File: src/rtl/tcp_arb_pkg.sv
// Shared types for the TCP transmit arbiter: FSM states, IP header layout, counter width.
package tcp_arb_pkg;

    typedef enum logic [2:0] {
        IDLE,
        HDR,
        DATA,
        ABORT,
        DRAIN
    } arb_state_t;

    typedef struct packed {
        logic [31:0] src_ip;
        logic [31:0] dst_ip;
        logic [15:0] ip_len;
    } ip_hdr_t;

    localparam int unsigned HDR_WIDTH       = $bits(ip_hdr_t);
    localparam int unsigned STALL_CNT_WIDTH = 16;

endpackage

File: src/rtl/rr_arbiter.sv
// Combinational round-robin picker: first set request bit after last_grant, with wrap.
module rr_arbiter #(
    parameter int unsigned NUM_REQ = 4
) (
    input  logic [NUM_REQ-1:0]         i_req,
    input  logic [$clog2(NUM_REQ)-1:0] i_last_grant,
    output logic [$clog2(NUM_REQ)-1:0] o_grant,
    output logic                       o_any_req
);

    localparam int unsigned IDX_W = $clog2(NUM_REQ);

    int unsigned w_idx;

    // Walk from the farthest candidate to the nearest so the nearest set bit wins.
    always_comb begin
        w_idx     = 0;
        o_grant   = i_last_grant;
        o_any_req = |i_req;
        for (int unsigned k = NUM_REQ; k >= 1; k--) begin
            w_idx = 32'(i_last_grant) + k;
            if (w_idx >= NUM_REQ) begin
                w_idx = w_idx - NUM_REQ;
            end
            if (i_req[w_idx[IDX_W-1:0]]) begin
                o_grant = w_idx[IDX_W-1:0];
            end
        end
    end

endmodule

File: src/rtl/tcp_tx_arbiter.sv
// Packet-granular round-robin arbiter sharing one IP transmit path between TCP stream
// engines, with a per-packet stall watchdog that aborts and drains stuck payloads.
module tcp_tx_arbiter #(
    parameter int unsigned NUM_STREAMS = 4,
    parameter int unsigned DATA_WIDTH  = 8,
    parameter int unsigned HDR_WIDTH   = tcp_arb_pkg::HDR_WIDTH,
    parameter int unsigned TIMEOUT     = 1024
) (
    input  logic                             i_clk,
    input  logic                             i_rst_n,
    input  logic [NUM_STREAMS-1:0]           i_enable,
    input  logic [NUM_STREAMS-1:0]           s_hdr_valid,
    output logic [NUM_STREAMS-1:0]           s_hdr_ready,
    input  logic [NUM_STREAMS*HDR_WIDTH-1:0] s_hdr_data,
    input  logic [NUM_STREAMS*DATA_WIDTH-1:0] s_axis_tdata,
    input  logic [NUM_STREAMS-1:0]           s_axis_tvalid,
    output logic [NUM_STREAMS-1:0]           s_axis_tready,
    input  logic [NUM_STREAMS-1:0]           s_axis_tlast,
    output logic                             m_hdr_valid,
    input  logic                             m_hdr_ready,
    output logic [HDR_WIDTH-1:0]             m_hdr_data,
    output logic [DATA_WIDTH-1:0]            m_axis_tdata,
    output logic                             m_axis_tvalid,
    input  logic                             m_axis_tready,
    output logic                             m_axis_tlast,
    output logic                             m_axis_tuser,
    output logic [$clog2(NUM_STREAMS)-1:0]   o_grant,
    output logic                             o_busy,
    output logic                             o_abort
);

    import tcp_arb_pkg::*;

    localparam int unsigned GW = $clog2(NUM_STREAMS);
    localparam logic [STALL_CNT_WIDTH-1:0] STALL_LAST = STALL_CNT_WIDTH'(TIMEOUT - 1);
    localparam bit WDOG_EN = (TIMEOUT != 0);

    arb_state_t                 r_state;
    logic [GW-1:0]              r_grant;
    logic [GW-1:0]              r_last_grant;
    logic [STALL_CNT_WIDTH-1:0] r_cnt;
    logic                       r_abort;

    logic [NUM_STREAMS-1:0] w_req;
    logic [GW-1:0]          w_arb_grant;
    logic                   w_any_req;
    logic                   w_src_hdr_valid;
    logic [HDR_WIDTH-1:0]   w_src_hdr_data;
    logic                   w_src_tvalid;
    logic                   w_src_tlast;
    logic [DATA_WIDTH-1:0]  w_src_tdata;
    logic                   w_fire;

    assign w_req           = s_hdr_valid & i_enable;
    assign w_src_hdr_valid = s_hdr_valid[r_grant];
    assign w_src_hdr_data  = s_hdr_data[32'(r_grant) * HDR_WIDTH +: HDR_WIDTH];
    assign w_src_tvalid    = s_axis_tvalid[r_grant];
    assign w_src_tlast     = s_axis_tlast[r_grant];
    assign w_src_tdata     = s_axis_tdata[32'(r_grant) * DATA_WIDTH +: DATA_WIDTH];

    // Fires on the stalled cycle that brings the counter up to TIMEOUT.
    assign w_fire = WDOG_EN && !w_src_tvalid && (r_cnt == STALL_LAST);

    rr_arbiter #(
        .NUM_REQ (NUM_STREAMS)
    ) u_rr_arbiter (
        .i_req        (w_req),
        .i_last_grant (r_last_grant),
        .o_grant      (w_arb_grant),
        .o_any_req    (w_any_req)
    );

    always_ff @(posedge i_clk or negedge i_rst_n) begin
        if (!i_rst_n) begin
            r_state      <= IDLE;
            r_grant      <= '0;
            r_last_grant <= GW'(NUM_STREAMS - 1);
            r_cnt        <= '0;
            r_abort      <= 1'b0;
        end else begin
            r_abort <= 1'b0;
            case (r_state)
                IDLE: begin
                    if (w_any_req) begin
                        r_grant <= w_arb_grant;
                        r_state <= HDR;
                    end
                end
                HDR: begin
                    if (w_src_hdr_valid && m_hdr_ready) begin
                        r_cnt   <= '0;
                        r_state <= DATA;
                    end
                end
                DATA: begin
                    if (w_src_tvalid) begin
                        r_cnt <= '0;
                        if (m_axis_tready && w_src_tlast) begin
                            r_last_grant <= r_grant;
                            r_state      <= IDLE;
                        end
                    end else begin
                        r_cnt <= r_cnt + 1'b1;
                        if (w_fire) begin
                            r_abort <= 1'b1;
                            r_state <= ABORT;
                        end
                    end
                end
                ABORT: begin
                    if (m_axis_tready) begin
                        r_state <= DRAIN;
                    end
                end
                DRAIN: begin
                    if (w_src_tvalid && w_src_tlast) begin
                        r_last_grant <= r_grant;
                        r_state      <= IDLE;
                    end
                end
                default: r_state <= IDLE;
            endcase
        end
    end

    always_comb begin
        s_hdr_ready   = '0;
        s_axis_tready = '0;
        m_hdr_valid   = 1'b0;
        m_hdr_data    = '0;
        m_axis_tvalid = 1'b0;
        m_axis_tdata  = '0;
        m_axis_tlast  = 1'b0;
        m_axis_tuser  = 1'b0;
        case (r_state)
            HDR: begin
                m_hdr_valid          = w_src_hdr_valid;
                m_hdr_data           = w_src_hdr_data;
                s_hdr_ready[r_grant] = m_hdr_ready;
            end
            DATA: begin
                m_axis_tvalid          = w_src_tvalid;
                m_axis_tdata           = w_src_tdata;
                m_axis_tlast           = w_src_tlast;
                s_axis_tready[r_grant] = m_axis_tready;
            end
            ABORT: begin
                m_axis_tvalid = 1'b1;
                m_axis_tlast  = 1'b1;
                m_axis_tuser  = 1'b1;
            end
            DRAIN: begin
                s_axis_tready[r_grant] = 1'b1;
            end
            default: ;
        endcase
    end

    assign o_grant = r_grant;
    assign o_busy  = (r_state != IDLE);
    assign o_abort = r_abort;

endmodule

File: config.mk
export PLATFORM = sky130hd
export DESIGN_NAME = tcp_tx_arbiter
export DESIGN_NICKNAME = d
export VERILOG_FILES = /design/src/rtl/tcp_arb_pkg.sv /design/src/rtl/rr_arbiter.sv /design/src/rtl/tcp_tx_arbiter.sv
export SDC_FILE = /design/constraint.sdc
export NUM_CORES = 1
export LEC_CHECK = 0
export CELL_PAD_IN_SITES_DETAIL_PLACEMENT = 0
export CELL_PAD_IN_SITES_GLOBAL_PLACEMENT = 2
export CORE_AREA = 2 2 186 188
export CTS_CLUSTER_DIAMETER = 120
export DETAILED_ROUTE_END_ITERATION = 8
export DIE_AREA = 0 0 188 190
export GPL_TIMING_DRIVEN = 0
export PLACE_DENSITY = 0.85
export SLEW_MARGIN = 25
export SYNTH_ARGS = -nofsm -noshare
export SYNTH_HDL_FRONTEND = slang
export SYNTH_SLANG_ARGS = --single-unit
File: constraint.sdc
create_clock -name i_clk -period 3.4 [get_ports i_clk]
set_input_delay 0.68 -clock i_clk [delete_from_list [all_inputs] [get_ports i_clk]]
set_output_delay 0.68 -clock i_clk [all_outputs]
set_load 0.05 [all_outputs]
==> flow_summary.toml, run 1 <==
[critical_path]
cpPeakStageDelay_ps = 700
cp_data_arrival_time_ps = 2650
crit_chain = "clkdlybuf4s50_1 -> mux4_2 -> and2_1 -> clkdlybuf4s50_1"
cp_data_required_time_ps = 2720
critPathSlowestCell = "clkdlybuf4s50_1"
crit_path_end_kind = "output pin"
crit_fanout = 4
rrSetupSlack_ps = 690
cp_common_cell = "clkdlybuf4s50_1"
worstSetupPathType = "in2out"
cp-start-kind = "input pin"

[clock_tree]
clock-root-buffer = "clkbuf_16"
insertion_delay_ps = 270
numCtsBuffers = 3
htreeDepth = 1
postCtsSetupBuffers = 0
clkTransAtPathRegs_ps = 70
clock_path_buffers = 2
cts_sinks = 24
cts_tree = "yes"

[logic_synthesis]
netlist_area_sq_um = 4170
synth-simple-area-share = 0.225
yosysTopAreaCell = "mux4_2"
yosysUniqueCellTypes = 43
synthAdderAreaFrac = 0.00300
synth_area_per_cell_sq_um = 10.8
async_reset_ff_frac = 1.00
ys_seq_elements = 24
ys.flop_type = "dfrtp_1"
synth_seq_area_share = 0.145
netlist.area_leader.share = 0.491
synthXorXnorAreaFrac = 0
synth_compound_area_frac = 0.0813
synth_top_family_by_area = "multiplexers"
postSynthNetCount = 758
synth-edff-count = 0
yosys_warnings = 0
synthTopCellsByArea = "mux4_2 (49%), and2_1 (13%), dfrtp_1 (13%)"
yosys-mux-area-fraction = 0.505
netlist_instances = 385

[sta]
timing.fmax_mhz = 300
setup_viol = 0
period_needed_ps = 3330
worst_pin_slew_ps = 991
finalHoldViolCount = 0
slew_headroom = 0.333
tns_ps = 0
fin_worst_skew_ps = 8.39
rsz0062_at_grt = "false"
slew_viol_final = 0
fin_ws_ps = 69.8
fin_crit_sh = 0.979

[layout]
syn_to_final_growth_pct = 126
stdcell_area_sq_um = 9420
nets = 1238
drive_above_1_share = 0.203
seq_area_sq_um = 603
layout_commonest_cell = "clkdlybuf4s50_1"
multiInputGateArea_sq_um = 3400
layout_common_cells = "clkdlybuf4s50_1 (387), mux4_2 (91), and2_1 (89), clkbuf_2 (55), dlygate4sd2_1 (33)"
nFillCells = 3623
fin_util = 0.278

[placement]
dp_hpwl_um = 30200
port_buffers = 475
dpl_cell_area_sq_um = 9490
post-place-ws_ps = -732
gp_congestion = 0.859

[route]
routedWlPerCell_um = 25.6
vias_per_cell = 4.33
drc = 0
vias = 5766
ant_nets = 0
drtIter0Drc = 248
wirelength_um = 34100
first_pass_iters = 4

[grt]
grtUsageTotal = 0.182
grt_pass1_vias = 6190
grt.overflow.total = 0
grt_max_degree = 25
antenna_found_initial = 31
grt_first_pass_wirelength_um = 45900

[power_and_ir_drop]
p_leak_uw = 0.00359
power_density_nw_per_um2 = 665
peakVddDrop_mv = 0.399

[hold_path]
holdCritPathClass = "in2async"

[floorplanning]
die-area_sq_um = 35700
start_util = 0.123
die_x_um = 188
core_area_sq_um = 33900
chipHeight_um = 190
io_pins = 476
num_rows = 68

[run]
maxCapViolations = 0

[run_status]
status = "complete, no violations"
## worst max-delay path, delay by kind of cell
family / cells / cell delay, ps
muxes: 1 / 580
and+or+nand+nor: 1 / 220
buffers and inverters: 2 / 1160
## layer usage
layer,wire length (um),track usage,up-vias
met1,12800,0.207,2879
met2,18100,0.327,319
met4,756,0.0678,10
li1,-,-,2495
met3,2390,0.0485,63
met5,67,0,-
## stage by stage
stage,hold slack (ps),instances,power [uW]
after floorplan,384,385,4100
after global placement,468,1315,6210
after detailed placement,483,1315,6220
after CTS,417,1319,6380
after global routing,439,1328,6590
final,404,1332,6260
## cells by family (layout without fill, tap and decap cells)
| logic type | after synthesis | in the layout |
|---|---|---|
| DFF | 24 | 24 |
| and+or+nand+nor | 169 | 169 |
| buffers and inverters | 41 | 520 |
| other | 0 | 13 |
| adders and majority gates | 1 | 1 |
| muxes | 96 | 96 |
| AOI/OAI and AO/OA | 54 | 54 |
## path summary, 6_finish.rpt
| path | from | endpoint | cells after the start |
|---|---|---|---|
| min in group i_clk | r_cnt[15] | r_cnt[15] | 1 |
| worst max register to register | o_grant[1] | r_cnt[7] | 6 |
| worst max-delay path | s_hdr_valid[3] | m_hdr_valid | 4 |
| max in group asynchronous | i_rst_n | r_last_grant[0] | 1 |
| worst min register to register | r_cnt[15] | r_cnt[15] | 1 |
| worst min-delay path | i_rst_n | r_cnt[11] | 1 |
## cell type report
cell class                 instances  share of cell area
timing repair buffer             475               0.477
multi-input combinational        320               0.361
antenna                           13             0.00345
sequential                        24              0.0640
inverter                           1            0.000398
buffer                            40              0.0227
clock buffer                       3             0.00797
clock inverter                     1             0.00319
tap                              455              0.0604
## sequential cells by signal, indices dropped and copies added (netlist names)
name and flops:
r_last_grant 2, r_state 3, o_grant 2, o_abort 1
r_cnt 16
## where the power goes
part | internal (uW) | total [uW] | switching, uW
sequential | 340 | 381 | 41.4
combinational | 2160 | 5530 | 3380
clock | 235 | 347 | 112
total | 2730 | 6260 | 3530
## synth_stat cells (2+ instances only)
library cell,number
mux4_2,91
dfstp_2,2
a21o_1,3
mux2_2,3
buf_1,2
clkbuf_1,30
nand4_1,5
mux2_1,2
buf_2,7
dfrtp_1,22
o31ai_1,6
nor2_1,20
nand2_1,31
a31oi_1,8
nor4_1,2
and2_1,89
nor3b_1,2
o21ai_0,22
a21oi_1,4
nand3_1,6
nand2b_1,4
nor3_1,3
## what timing repair did
action | 4_1_cts | 5_1_grt
endpoints found under the setup margin | 98 | 76
pin swaps | 0 | 0
gates resized for setup | 122 | 99
hold buffers | 0 | 0
(Power assumes the default switching activity.)
==> run 2, diff against run 1 <==
--- a/config.mk
+++ b/config.mk
@@ -7,10 +7,10 @@
 export LEC_CHECK = 0
 export CELL_PAD_IN_SITES_DETAIL_PLACEMENT = 0
 export CELL_PAD_IN_SITES_GLOBAL_PLACEMENT = 2
-export CORE_AREA = 2 2 186 188
+export CORE_AREA = 2 2 187 189
 export CTS_CLUSTER_DIAMETER = 120
 export DETAILED_ROUTE_END_ITERATION = 8
-export DIE_AREA = 0 0 188 190
+export DIE_AREA = 0 0 189 191
 export GPL_TIMING_DRIVEN = 0
 export PLACE_DENSITY = 0.85
 export SLEW_MARGIN = 25
==> constraint.sdc (replaced) <==
create_clock -name i_clk -period 3.5 [get_ports i_clk]
set_input_delay 0.7 -clock i_clk [delete_from_list [all_inputs] [get_ports i_clk]]
set_output_delay 0.7 -clock i_clk [all_outputs]
set_load 0.05 [all_outputs]
==> run 2 against run 1 <==
Compared with the run above: non-clock buffer count stayed put; register-to-register slack better by 80 ps; cell count decreased by 0.90%; critical path depth is 2 higher; total power fell by 3.0%; largest cell class unchanged; wire length grew 5.4%; utilization is 0.12 points higher; sequential power fell by 3%; setup slack gained 37 ps; count of clock-buffer cells in the layout stayed put.
==> flow_summary.toml, run 2 (same netlist as run 1, synthesis figures left out) <==
[run]
maxCapViolations = 0

[clock_tree]
clock-root-buffer = "clkbuf_16"
cts_sinks = 24
cts_tree = "yes"
clkTransAtPathRegs_ps = 70
clock_path_buffers = 2
numCtsBuffers = 3
htreeDepth = 1
insertion_delay_ps = 260

[sta]
fin_crit_sh = 0.969
holdWs_ps = 429
fin_ws_ps = 107
worst_pin_slew_ps = 991
timing.fmax_mhz = 295
fin_worst_skew_ps = 10.3
finalHoldViolCount = 0
tns_ps = 0
period_needed_ps = 3390
setup_viol = 0
slew_headroom = 0.333
rsz0062_at_grt = "false"
slew_viol_final = 0

[power_and_ir_drop]
power_density_nw_per_um2 = 639
p_leak_uw = 0.00365
total_power_uw = 6080
peakVddDrop_mv = 0.267

[layout]
layout_common_cells = "clkdlybuf4s50_1 (389), mux4_2 (91), and2_1 (89), dlygate4sd2_1 (43), nand2_1 (31)"
layout_commonest_cell = "clkdlybuf4s50_1"
syn_to_final_growth_pct = 128
fin_util = 0.279
nets = 1238
largest_reg_flops = 16
top_register = "r_cnt"
drive_above_1_share = 0.175
reg_top3 = "r_cnt x16, r_state x3"

[route]
first_pass_iters = 4
routedWlPerCell_um = 27.2
wirelength_um = 35900
vias_per_cell = 4.34
vias = 5729
ant_nets = 0
drtIter0Drc = 256
drc = 0

[floorplanning]
num_rows = 68
chipHeight_um = 191
die-area_sq_um = 36100
core_area_sq_um = 34100
die_x_um = 189
start_util = 0.122
io_pins = 476

[grt]
antenna_found_initial = 32
grtUsageTotal = 0.188
grt.overflow.total = 0
grt_max_degree = 25
grt_first_pass_wirelength_um = 47000
grt_pass1_vias = 5999

[critical_path]
cp-start-kind = "flop"
crit_fanout = 10
crit_path_end_kind = "output pin"
cp_data_arrival_time_ps = 2690
cp_data_required_time_ps = 2800
worstSetupPathType = "reg2out"

[placement]
dp_hpwl_um = 32000
gp_congestion = 0.819
post-place-ws_ps = -632
port_buffers = 475

[hold_path]
holdCritPathClass = "in2async"

[run_status]
status = "complete, no violations"
==> run 2: changes by cell type in the layout (fill, tap and decap cells not counted), moves of 3 or more <==
cell	previous run	this run
clkbuf_2	55	30
buf_4	8	4
dlymetal6s2s_1	0	3
clkbuf_4	2	5
dlygate4sd2_1	33	43
diode_2	13	1
clkdlybuf4s15_2	3	6
clkdlybuf4s15_1	8	15
==> run 2: through the flow <==
| stage | cell area, sq um | cells |
|---|---|---|
| 5_1_grt | 9510 | 1319 |
| 6_report | 9510 | 1320 |
| 4_1_cts | 9540 | 1319 |
| 3_3_place_gp | 9490 | 1315 |
| 3_5_place_dp | 9490 | 1315 |
| 2_1_floorplan | 4170 | 385 |
==> run 2: per-layer routing <==
metal	GRT usage	up-vias	wire length, um
li1	-	2479	-
met1	0.210	2840	12900
met2	0.372	328	19600
met3	0.0435	74	2840
met4	0.0174	8	622
met5	0	-	44
==> run 2: power by group <==
group          switching [uW]  leakage, uW  internal [uW]
clock                     107    0.0000511            228
sequential               38.1     0.000320            330
combinational            3240      0.00328           2130
==> run 2: worst max-delay path, stage by stage (launching register included) <==
cell             delay (ps)
dfrtp_1                 360
buf_6                   200
clkbuf_4                330
clkbuf_4                330
mux4_2                  540
and2_1                  210
clkdlybuf4s15_1         460
==> run 2: path summary, 6_finish.rpt <==
check | end | startpoint | cells past startpoint | slack (ps)
worst max-delay path | m_hdr_data[55] | o_grant[0] | 6 | 110
worst min-delay path | r_cnt[9] | i_rst_n | 1 | 430
worst max register to register | r_cnt[9] | o_grant[1] | 6 | 770
worst min register to register | r_cnt[15] | r_cnt[15] | 1 | 490
max in group asynchronous | r_cnt[11] | i_rst_n | 1 | 2690
min in group i_clk | r_cnt[15] | r_cnt[15] | 1 | 490
==> run 2: area by class of cell <==
class | count | area (sq um)
Fill cell | 3647 | 24600
Timing Repair Buffer | 475 | 4620
Multi-Input combinational cell | 320 | 3400
Sequential cell | 24 | 603
Tap cell | 455 | 569
Buffer | 40 | 209
Clock buffer | 3 | 75.1
Clock inverter | 1 | 30.0
Inverter | 1 | 3.75
Antenna cell | 1 | 2.50
==> run 2: repair_timing <==
action,CTS,global route
hold buffers,0,0
gates resized for setup,113,63
setup endpoints to repair,98,86
buffers inserted,0,0
==> run 3, diff against run 2 <==
==> constraint.sdc (replaced) <==
create_clock -name i_clk -period 3.5 [get_ports i_clk]
set_input_delay 0.7 -clock i_clk [delete_from_list [all_inputs] [get_ports i_clk]]
set_output_delay 0.7 -clock i_clk [all_outputs]
set_load 0.01 [all_outputs]
==> run 3 against run 2 <==
Compared with the run above: combinational power decreased by 20%; clock skew increased by 0.94 ps; sequential share of layout area decreased by 0.082 points; largest cell class unchanged.
==> flow_summary.toml, run 3 (same netlist as run 1, synthesis figures left out) <==
[run_status]
status = "complete, no violations"

[clock_tree]
numCtsBuffers = 3
htreeDepth = 1
insertion_delay_ps = 260
cts_sinks = 24
clock-root-buffer = "clkbuf_16"
postCtsSetupBuffers = 0
clkTransAtPathRegs_ps = 70
clock_path_buffers = 2
cts_tree = "yes"

[power_and_ir_drop]
internal_power_uw = 2950
switching_power_uw = 2040
pwr-share-clk = 0.067
swShare = 0.408
p_leak_uw = 0.00339
p_comb_frac = 0.856
peakVddDrop_mv = 0.217
seqPwrFrac = 0.077
power_density_nw_per_um2 = 518

[sta]
period_needed_ps = 3400
timing.fmax_mhz = 295
fin_worst_skew_ps = 11.3
rsz0062_at_grt = "false"
finalHoldViolCount = 0
worst_pin_slew_ps = 1020
tns_ps = 0
setup_viol = 0
slew_viol_final = 0
slew_headroom = 0.311
fin_crit_sh = 0.970

[critical_path]
reg2reg_depth = 6
worstSetupPathType = "reg2out"
cp_data_arrival_time_ps = 2700
crit_end = "m_hdr_data[57]"
crit_fanout = 10
crit_path_end_kind = "output pin"
cp_data_required_time_ps = 2800
r2r_end = "r_cnt[9]"
rrSetupSlack_ps = 840
r2r-start = "o_grant[1]"
crit_start = "o_grant[0]"
cp-start-kind = "flop"

[route]
ant_nets = 0
wirelength_um = 36000
vias_per_cell = 4.35
first_pass_iters = 4
drc = 0
routedWlPerCell_um = 27.3
vias = 5744
drtIter0Drc = 234

[floorplanning]
chipHeight_um = 191
core_area_sq_um = 34100
num_rows = 68
die_x_um = 189
io_pins = 476
start_util = 0.122
die-area_sq_um = 36100

[grt]
grt_max_degree = 25
grt_first_pass_wirelength_um = 46900
grt.overflow.total = 0
grt_pass1_vias = 5989
grtUsageTotal = 0.188
antenna_found_initial = 32

[placement]
dpl_cell_area_sq_um = 9490
port_buffers = 475
dp_hpwl_um = 32000
gp_congestion = 0.819

[hold_path]
holdCritPathClass = "in2async"

[layout]
reg_top3 = "r_cnt x16, r_state x3"
largest_reg_flops = 16
nets = 1237
drive_above_1_share = 0.147
fin_util = 0.282
layout_common_cells = "clkdlybuf4s50_1 (474), mux4_2 (91), and2_1 (89), nand2_1 (31)"
stdcell_area_sq_um = 9640
top_register = "r_cnt"
syn_to_final_growth_pct = 131
layout_commonest_cell = "clkdlybuf4s50_1"
nFillCells = 3623

[run]
maxCapViolations = 0
-- run 3: cell types whose count changed in the layout (fill, tap and decap cells not counted), sizes merged --
cell / delta
dlygate4sd2: -43
clkdlybuf4s50: +85
clkdlybuf4s15: -21
clkbuf: -21
buf: +2
dlymetal6s2s: -3
-- run 3: metal layers --
metal	vias to the layer above	part of all wire	GRT usage
li1	2476	-	-
met1	2845	0.37	0.210
met2	343	0.54	0.372
met3	72	0.071	0.0435
met4	8	0.017	0.0168
met5	-	0.0014	0
-- run 3: worst min path at each step --
stage / start / endpoint / depth (start not counted)
after floorplan: i_rst_n / o_abort / 0
after detailed placement: r_cnt[15] / r_cnt[15] / 1
after global routing: i_rst_n / o_grant[0] / 1
final: i_rst_n / r_cnt[0] / 1
after global placement: r_cnt[15] / r_cnt[15] / 1
after CTS: i_rst_n / o_grant[0] / 1
-- run 3: layout make-up --
| type | instances | area [sq um] | area share |
|---|---|---|---|
| clock inverter | 1 | 30.0 | 0.00312 |
| buffer | 39 | 205 | 0.0213 |
| sequential | 24 | 603 | 0.0626 |
| inverter | 1 | 3.75 | 0.000390 |
| multi-input combinational | 320 | 3400 | 0.353 |
| antenna | 1 | 2.50 | 0.000260 |
| tap | 455 | 569 | 0.0591 |
| timing repair buffer | 475 | 4750 | 0.493 |
| clock buffer | 3 | 75.1 | 0.00779 |
-- run 3: timing repair --
action | CTS | global route
resized for setup | 19 | 12
hold buffers | 0 | 0
pin swaps | 0 | 0
setup endpoints to repair | 96 | 64
-- run 3: power by group through the flow --
stage               combinational (uW)  clock, uW  sequential, uW
finish                            4270        335             382
CTS                               4330        337             368
global placement                  4270          0             371
global route                      4550        349             392
detailed placement                4260          0             373
floorplan                         2250          0             368
-- run 3: worst max-delay path, stage by stage (launching register included) --
cell and delay, ps:
dfrtp_1 360, buf_6 200, clkbuf_4 330, buf_4 290, mux4_2 580, and2_1 180, clkdlybuf4s50_1 480
-- run 3: metrics by stage --
step | hold slack (ps) | power [uW] | instances | setup slack (ps)
floorplan | 404 | 2620 | 385 | 822
global placement | 466 | 4640 | 1315 | -401
finish | 431 | 4990 | 1319 | 105
global route | 483 | 5290 | 1318 | 13.3
detailed placement | 474 | 4640 | 1315 | -385
CTS | 458 | 5040 | 1319 | 0.224
